### src/rtl/plot_arbiter.sv
// plot_arbiter
//   Shares the single vga_adapter pixel write port between NUM_REQ renderers.
//   One requester at a time is granted a burst of pixels in round-robin order.
//   The granted requester's pixel is registered onto x/y/colour/plot. A burst
//   ends on the requester's last pixel, after MAX_BURST pixels, or when the
//   requester drops req. Every burst is followed by one dead cycle (S_GAP) and
//   one arbitration cycle (S_IDLE).
//
// Build option:
//   PLOT_ARB_FIXED_PRIORITY_EN - when defined, the lowest-index requester wins
//   and no round-robin pointer exists. Everything else is unchanged.
//
// Ports:
//   clk        system clock (CLOCK_50 domain)
//   reset      synchronous, active-high reset
//   hold       blocks new grants; a burst in progress is unaffected
//   req        per-requester request, held high while pixels are offered
//   last       per-requester final-pixel marker, qualified by req
//   x_in       packed x, requester i at [i*X_W +: X_W]
//   y_in       packed y, same packing
//   colour_in  packed colour, same packing
//   gnt        one-hot grant; requester i advances when gnt[i] & req[i]
//   x, y       registered pixel coordinates to vga_adapter
//   colour     registered pixel colour to vga_adapter
//   plot       registered write strobe to vga_adapter
//   busy       high whenever the arbiter is not idle
module plot_arbiter #(
    parameter int NUM_REQ   = 3,
    parameter int MAX_BURST = 652,
    parameter int X_W       = 8,
    parameter int Y_W       = 7,
    parameter int C_W       = 3
) (
    input  logic                   clk,
    input  logic                   reset,
    input  logic                   hold,
    input  logic [NUM_REQ-1:0]     req,
    input  logic [NUM_REQ-1:0]     last,
    input  logic [NUM_REQ*X_W-1:0] x_in,
    input  logic [NUM_REQ*Y_W-1:0] y_in,
    input  logic [NUM_REQ*C_W-1:0] colour_in,
    output logic [NUM_REQ-1:0]     gnt,
    output logic [X_W-1:0]         x,
    output logic [Y_W-1:0]         y,
    output logic [C_W-1:0]         colour,
    output logic                   plot,
    output logic                   busy
);

    localparam int PW = (NUM_REQ > 1) ? $clog2(NUM_REQ) : 1;
    localparam int CW = $clog2(MAX_BURST + 1);

    typedef enum logic [1:0] {
        S_IDLE  = 2'd0,
        S_GRANT = 2'd1,
        S_GAP   = 2'd2
    } state_t;

    state_t               r_state;
    state_t               w_state_nxt;

    logic [PW-1:0]        r_win;
    logic [PW-1:0]        w_win_nxt;
    logic [PW-1:0]        w_sel;
    logic                 w_found;

    logic [CW-1:0]        r_cnt;
    logic [CW-1:0]        w_cnt_nxt;

    logic [NUM_REQ-1:0]   w_gnt_nxt;
    logic                 w_plot_nxt;
    logic [X_W-1:0]       w_x_nxt;
    logic [Y_W-1:0]       w_y_nxt;
    logic [C_W-1:0]       w_c_nxt;

    logic                 w_start;
    logic                 w_req_w;
    logic                 w_last_w;
    logic                 w_at_max;
    logic                 w_release;

`ifndef PLOT_ARB_FIXED_PRIORITY_EN
    logic [PW-1:0]        r_ptr;
    logic [PW-1:0]        w_ptr_nxt;
    logic [PW-1:0]        w_ptr_inc;

    // Requester index at offset 'off' from the round-robin base, modulo NUM_REQ.
    function automatic logic [PW-1:0] rr_idx(input logic [PW-1:0] base,
                                             input int unsigned off);
        int unsigned s;
        s = 32'(base) + off;
        return PW'(s % NUM_REQ);
    endfunction
`endif

    // ------------------------------------------------------------------
    // Winner search
    // ------------------------------------------------------------------
    always_comb begin
        w_found = 1'b0;
        w_sel   = '0;
        for (int unsigned k = 0; k < NUM_REQ; k++) begin
`ifdef PLOT_ARB_FIXED_PRIORITY_EN
            if (!w_found && req[k]) begin
                w_found = 1'b1;
                w_sel   = PW'(k);
            end
`else
            if (!w_found && req[rr_idx(r_ptr, k)]) begin
                w_found = 1'b1;
                w_sel   = rr_idx(r_ptr, k);
            end
`endif
        end
    end

    // ------------------------------------------------------------------
    // Burst qualifiers for the current owner
    // ------------------------------------------------------------------
    assign w_req_w   = req[r_win];
    assign w_last_w  = last[r_win];
    assign w_at_max  = (r_cnt == CW'(MAX_BURST - 1));
    assign w_start   = (r_state == S_IDLE) && !hold && w_found;
    // last and the burst limit in the same cycle collapse into one release.
    assign w_release = (r_state == S_GRANT) && (!w_req_w || w_last_w || w_at_max);

`ifndef PLOT_ARB_FIXED_PRIORITY_EN
    assign w_ptr_inc = (r_win == PW'(NUM_REQ - 1)) ? '0 : r_win + PW'(1);
`endif

    // ------------------------------------------------------------------
    // State register
    // ------------------------------------------------------------------
    always_ff @(posedge clk) begin
        if (reset) begin
            r_state <= S_IDLE;
        end else begin
            r_state <= w_state_nxt;
        end
    end

    // ------------------------------------------------------------------
    // Next-state logic
    // ------------------------------------------------------------------
    always_comb begin
        w_state_nxt = r_state;
        case (r_state)
            S_IDLE:  if (w_start)   w_state_nxt = S_GRANT;
            S_GRANT: if (w_release) w_state_nxt = S_GAP;
            S_GAP:                  w_state_nxt = S_IDLE;
            default:                w_state_nxt = S_IDLE;
        endcase
    end

    // ------------------------------------------------------------------
    // Output / datapath next values
    // ------------------------------------------------------------------
    always_comb begin
        w_gnt_nxt  = gnt;
        w_plot_nxt = 1'b0;
        w_x_nxt    = x;
        w_y_nxt    = y;
        w_c_nxt    = colour;
        w_cnt_nxt  = r_cnt;
        w_win_nxt  = r_win;
`ifndef PLOT_ARB_FIXED_PRIORITY_EN
        w_ptr_nxt  = r_ptr;
`endif
        case (r_state)
            S_IDLE: begin
                if (w_start) begin
                    w_gnt_nxt = NUM_REQ'(1) << w_sel;
                    w_win_nxt = w_sel;
                    w_cnt_nxt = '0;
                end
            end
            S_GRANT: begin
                if (w_req_w) begin
                    w_x_nxt    = x_in[32'(r_win) * X_W +: X_W];
                    w_y_nxt    = y_in[32'(r_win) * Y_W +: Y_W];
                    w_c_nxt    = colour_in[32'(r_win) * C_W +: C_W];
                    w_plot_nxt = 1'b1;
                    w_cnt_nxt  = r_cnt + CW'(1);
                end
                if (w_release) begin
                    w_gnt_nxt = '0;
`ifndef PLOT_ARB_FIXED_PRIORITY_EN
                    w_ptr_nxt = w_ptr_inc;
`endif
                end
            end
            default: ;
        endcase
    end

    // ------------------------------------------------------------------
    // Registered outputs and datapath
    // ------------------------------------------------------------------
    always_ff @(posedge clk) begin
        if (reset) begin
            gnt    <= '0;
            plot   <= 1'b0;
            x      <= '0;
            y      <= '0;
            colour <= '0;
            r_cnt  <= '0;
            r_win  <= '0;
`ifndef PLOT_ARB_FIXED_PRIORITY_EN
            r_ptr  <= '0;
`endif
        end else begin
            gnt    <= w_gnt_nxt;
            plot   <= w_plot_nxt;
            x      <= w_x_nxt;
            y      <= w_y_nxt;
            colour <= w_c_nxt;
            r_cnt  <= w_cnt_nxt;
            r_win  <= w_win_nxt;
`ifndef PLOT_ARB_FIXED_PRIORITY_EN
            r_ptr  <= w_ptr_nxt;
`endif
        end
    end

    assign busy = (r_state != S_IDLE);

endmodule
### config.mk
export PLATFORM = sky130hd
export DESIGN_NAME = plot_arbiter
export DESIGN_NICKNAME = d
export VERILOG_FILES = /design/src/rtl/plot_arbiter.sv
export SDC_FILE = /design/constraint.sdc
export NUM_CORES = 1
export LEC_CHECK = 0
export BUFFER_PORTS_ARGS = -buffer_cell sky130_fd_sc_hd__buf_4
export CORE_MARGIN = 4
export CORE_UTILIZATION = 42
export DETAILED_ROUTE_END_ITERATION = 10
export PLACE_DENSITY = 0.72
export SYNTH_ARGS = -nofsm -noshare
export SYNTH_HDL_FRONTEND = slang
export SYNTH_SLANG_ARGS = --single-unit
### constraint.sdc
create_clock -name clk -period 1.95 [get_ports clk]
set_clock_uncertainty 0.2 [all_clocks]
set_input_delay 0.0975 -clock clk [delete_from_list [all_inputs] [get_ports clk]]
set_output_delay 0.0975 -clock clk [all_outputs]
set_load 0.01 [all_outputs]
==> run summary <==
final worst path period share = 102.5%
Worst-Skew Late Latency = 0.29 ns
critical path's top delay family = compound AO/OA/AOI/OAI gates
TNS Setup = -0.3139 ns
Hold/Removal Path Class = input port to flip-flop
Iter 0 DRT Violations = 167
Synthesized Nets = 328
DPL Wire Length = 4977 µm
DR vias = 2502
Final nets = 450
die area = 0.006772 mm²
IO Port Bufs = 85
final wirelength = 7121 µm
kind of critical path = flip-flop to flip-flop
largest net degree at the start of global routing = 32
Post-Syn Instances = 260
adder-cell share of the synthesized area = 2.698%
First-pass DRT Iterations = 4
post-synthesis xor/xnor area fraction = 1.889%
Compound-Gate Fraction of Synth Area = 21.42%
RR Startpoint = r_ptr[0]$_SDFFE_PP0P_
register bit total from synthesis = 38
CTS root buf = clkbuf_8
R2R Setup Slk = -0.05 ns
Initial Util = 44.27%
post-synthesis mux area share = 10.47%
status = complete, but fails checks
routed wl met3 = 674 µm
Top Layer Used = met4
warnings from Yosys = 0
first-pass GRT wire length = 11310 µm
routability cong. = 0.8639
commonest non-fill, non-tap cells in the layout = buf_4 (111), dfxtp_1 (36), nor2_1 (31)
R2R cell count = 8
area grow syn2layout = 57.53%
Slowest-stage cell, CP = dfxtp_4
DR vias/cell = 5.523
height of the die = 82.30 µm
Mapped Avg Cell Area = 8.917 µm²
CTS tree = done
normalized max-slew margin = 68.15%
async set or reset register ratio after synthesis = 0%
clock buffer depth = 2
mapped cell area = 0.002318 mm²
fraction of layout cells with a size suffix above 1 = 48.04%
CTS sink cnt = 38
Setup crit start kind = flip-flop
remaining antenna violation count = 0
largest family of logic cells by synthesized area = simple AND/OR/NAND/NOR gates
Cells after DPL = 423
Synth Flop Type = dfxtp_1
Hold Path Stages = 3
Non-Filler Instances = 453
failing checks = hold timing, setup timing
Crit. End Element = flip-flop
met2 wire len = 3365 µm
row count = 26
DR DRC count = 0
worst-path maximum fanout = 4
Synth Area in Simple Gates = 25.36%
# IOs = 86
Final WS setup = -0.04950 ns
arrival time at the worst endpoint = 1.98 ns
crit path buf inv count = 2
initial antenna violation count = 0
Final Setup Violations = 11
depth of the CTS H-tree = 2
post-route cell area = 0.003652 mm²
n_diodes = 0
Hold Path Sink = colour[2]$_SDFFE_PP0P_
total power = 0.002198 W
vias in the first global route = 2429
Worst-Margin Slew = 0.4766 ns
CP cell instances = inv_4 -> ha_2 -> mux2i_2 -> o22a_4 -> buf_4 -> o32ai_4 -> o211ai_1 -> a21oi_2
Slew Viols, Final = 0
final hold violation count = 1
max_cap viols = 0
Total Routing Usage GR = 21.29%
core area = 0.005238 mm²
post-synthesis sequential area ratio = 32.81%
leakage power = 1.436 nW
Max Clock Freq = 0.5001 GHz
Place WS = -0.1290 ns
TritonCTS Buffers = 5
maximum vdd drop = 0.0002726 V
RR Endpoint = r_cnt[5]$_SDFFE_PP0P_
final hold slack = -0.02146 ns
post-layout min period = 1.999 ns
post-synthesis cell type count = 56
Remaining Overflow, GRT = 0
Crit path required time = 1.93 ns
placed cell area = 0.003181 mm²
commonest non-fill, non-tap cell in the layout = buf_4
Die X = 82.30 µm
WL/cell = 15.72 µm
min-delay src = colour_in[5]
Pwr per Cell Area = 601.9 mW/mm²
slowest stage delay, CP = 0.37 ns
register clock-pin slew on the reported worst setup and hold paths = 0.07 ns
Post-synth EDFFs = 0
WL met1 = 2932 µm
setup repair after global routing missed its margin = yes
routing by layer:
| metal | global-route usage [%] | vias to the layer above |
|---|---|---|
| li1 | - | 1215 |
| met1 | 26.64 | 1157 |
| met2 | 34.54 | 117 |
| met3 | 6.833 | 13 |
| met4 | 6.811 | 0 |
| met5 | 0 | - |
Yosys cell counts (4+ instances only):
master    count  area (µm²)
xnor2_1       5       43.79
nand3_1       6       30.03
o32ai_1       4       35.03
nor2_1       32       120.1
clkbuf_1      8       30.03
nand2_1      12       45.04
mux2i_1       4       40.04
inv_1         8       30.03
a221oi_1     18       157.7
mux2_2       18       202.7
nor3_1       22       110.1
dfxtp_1      38       760.7
ha_1          5       62.56
nor2b_1       6       37.54
buf_2         6       30.03
a21oi_2       4       35.03
o211ai_1      5       37.54
worst register-to-register path, stage by stage (launching register included):
cell,delay [ns]
dfxtp_4,0.37
inv_4,0.07
ha_2,0.22
mux2i_2,0.27
o22a_4,0.20
buf_4,0.13
o32ai_4,0.09
o211ai_1,0.26
a21oi_2,0.08
cell type report:
class                   count  area [µm²]
well taps                  70       87.58
clock inverters             1       30.03
multi-input cells         196        1590
repair buffers            133        1067
clock buffers               7       76.32
fillers                   402        1585
inverters                   8       32.53
flip-flops and latches     38       768.2
sequential cells by signal, indices dropped and copies added, names as in the netlist:
register / flops
colour: 3
r_ptr: 2
r_state: 2
x: 8
y: 7
gnt: 3
r_cnt: 10
r_win: 2
plot: 1
metrics by stage:
stage	hold slack [ns]	utilization, %
after floorplan	0.09622	-
after global placement	0.1868	60.73
after detailed placement	0.1974	60.73
after CTS	0.006913	67.03
after global routing	0.003299	69.73
final	-0.02146	69.73
worst max-delay path by stage:
| stage | startpoint | to | slack, ns | cells after the start |
|---|---|---|---|---|
| 4_1_cts | r_ptr[0]$_SDFFE_PP0P_ | r_win[0]$_SDFFE_PP0P_ | -0.04 | 7 |
| 6_report | r_ptr[0]$_SDFFE_PP0P_ | r_cnt[5]$_SDFFE_PP0P_ | -0.05 | 8 |
| 2_1_floorplan | r_ptr[1]$_SDFFE_PP0P_ | r_win[0]$_SDFFE_PP0P_ | 0.003 | 7 |
| 5_1_grt | r_ptr[0]$_SDFFE_PP0P_ | r_cnt[7]$_SDFFE_PP0P_ | -0.13 | 7 |
| 3_5_place_dp | r_ptr[1]$_SDFFE_PP0P_ | r_cnt[9]$_SDFFE_PP0P_ | -0.13 | 7 |
| 3_3_place_gp | r_ptr[1]$_SDFFE_PP0P_ | r_cnt[9]$_SDFFE_PP0P_ | -0.06 | 7 |
repair_timing:
action	4_1_cts	5_1_grt
hold buffers	18	0
gates resized for setup	7	27
setup endpoints to repair	14	31
buffers inserted	2	2
pin swaps	7	14
hold endpoints to repair	19	0
logic make-up (layout without fill, tap and decap cells):
| group | after synthesis | count (layout) |
|---|---|---|
| AO/OA/AOI/OAI | 57 | 57 |
| XOR/XNOR | 5 | 5 |
| AND/OR/NAND/NOR | 107 | 107 |
| flip-flops | 38 | 38 |
| buffers and inverters | 26 | 149 |
| adder cells (fa/ha/maj) | 5 | 5 |
| multiplexers | 22 | 22 |
where the power goes:
group / switching [W] / total [W] / internal, W
logic: 0.000311 / 0.000686 / 0.000375
clock network: 0.000276 / 0.000659 / 0.000383
registers: 0.0000338 / 0.000854 / 0.000820
Note: power is estimated with default switching activity, not from simulation.
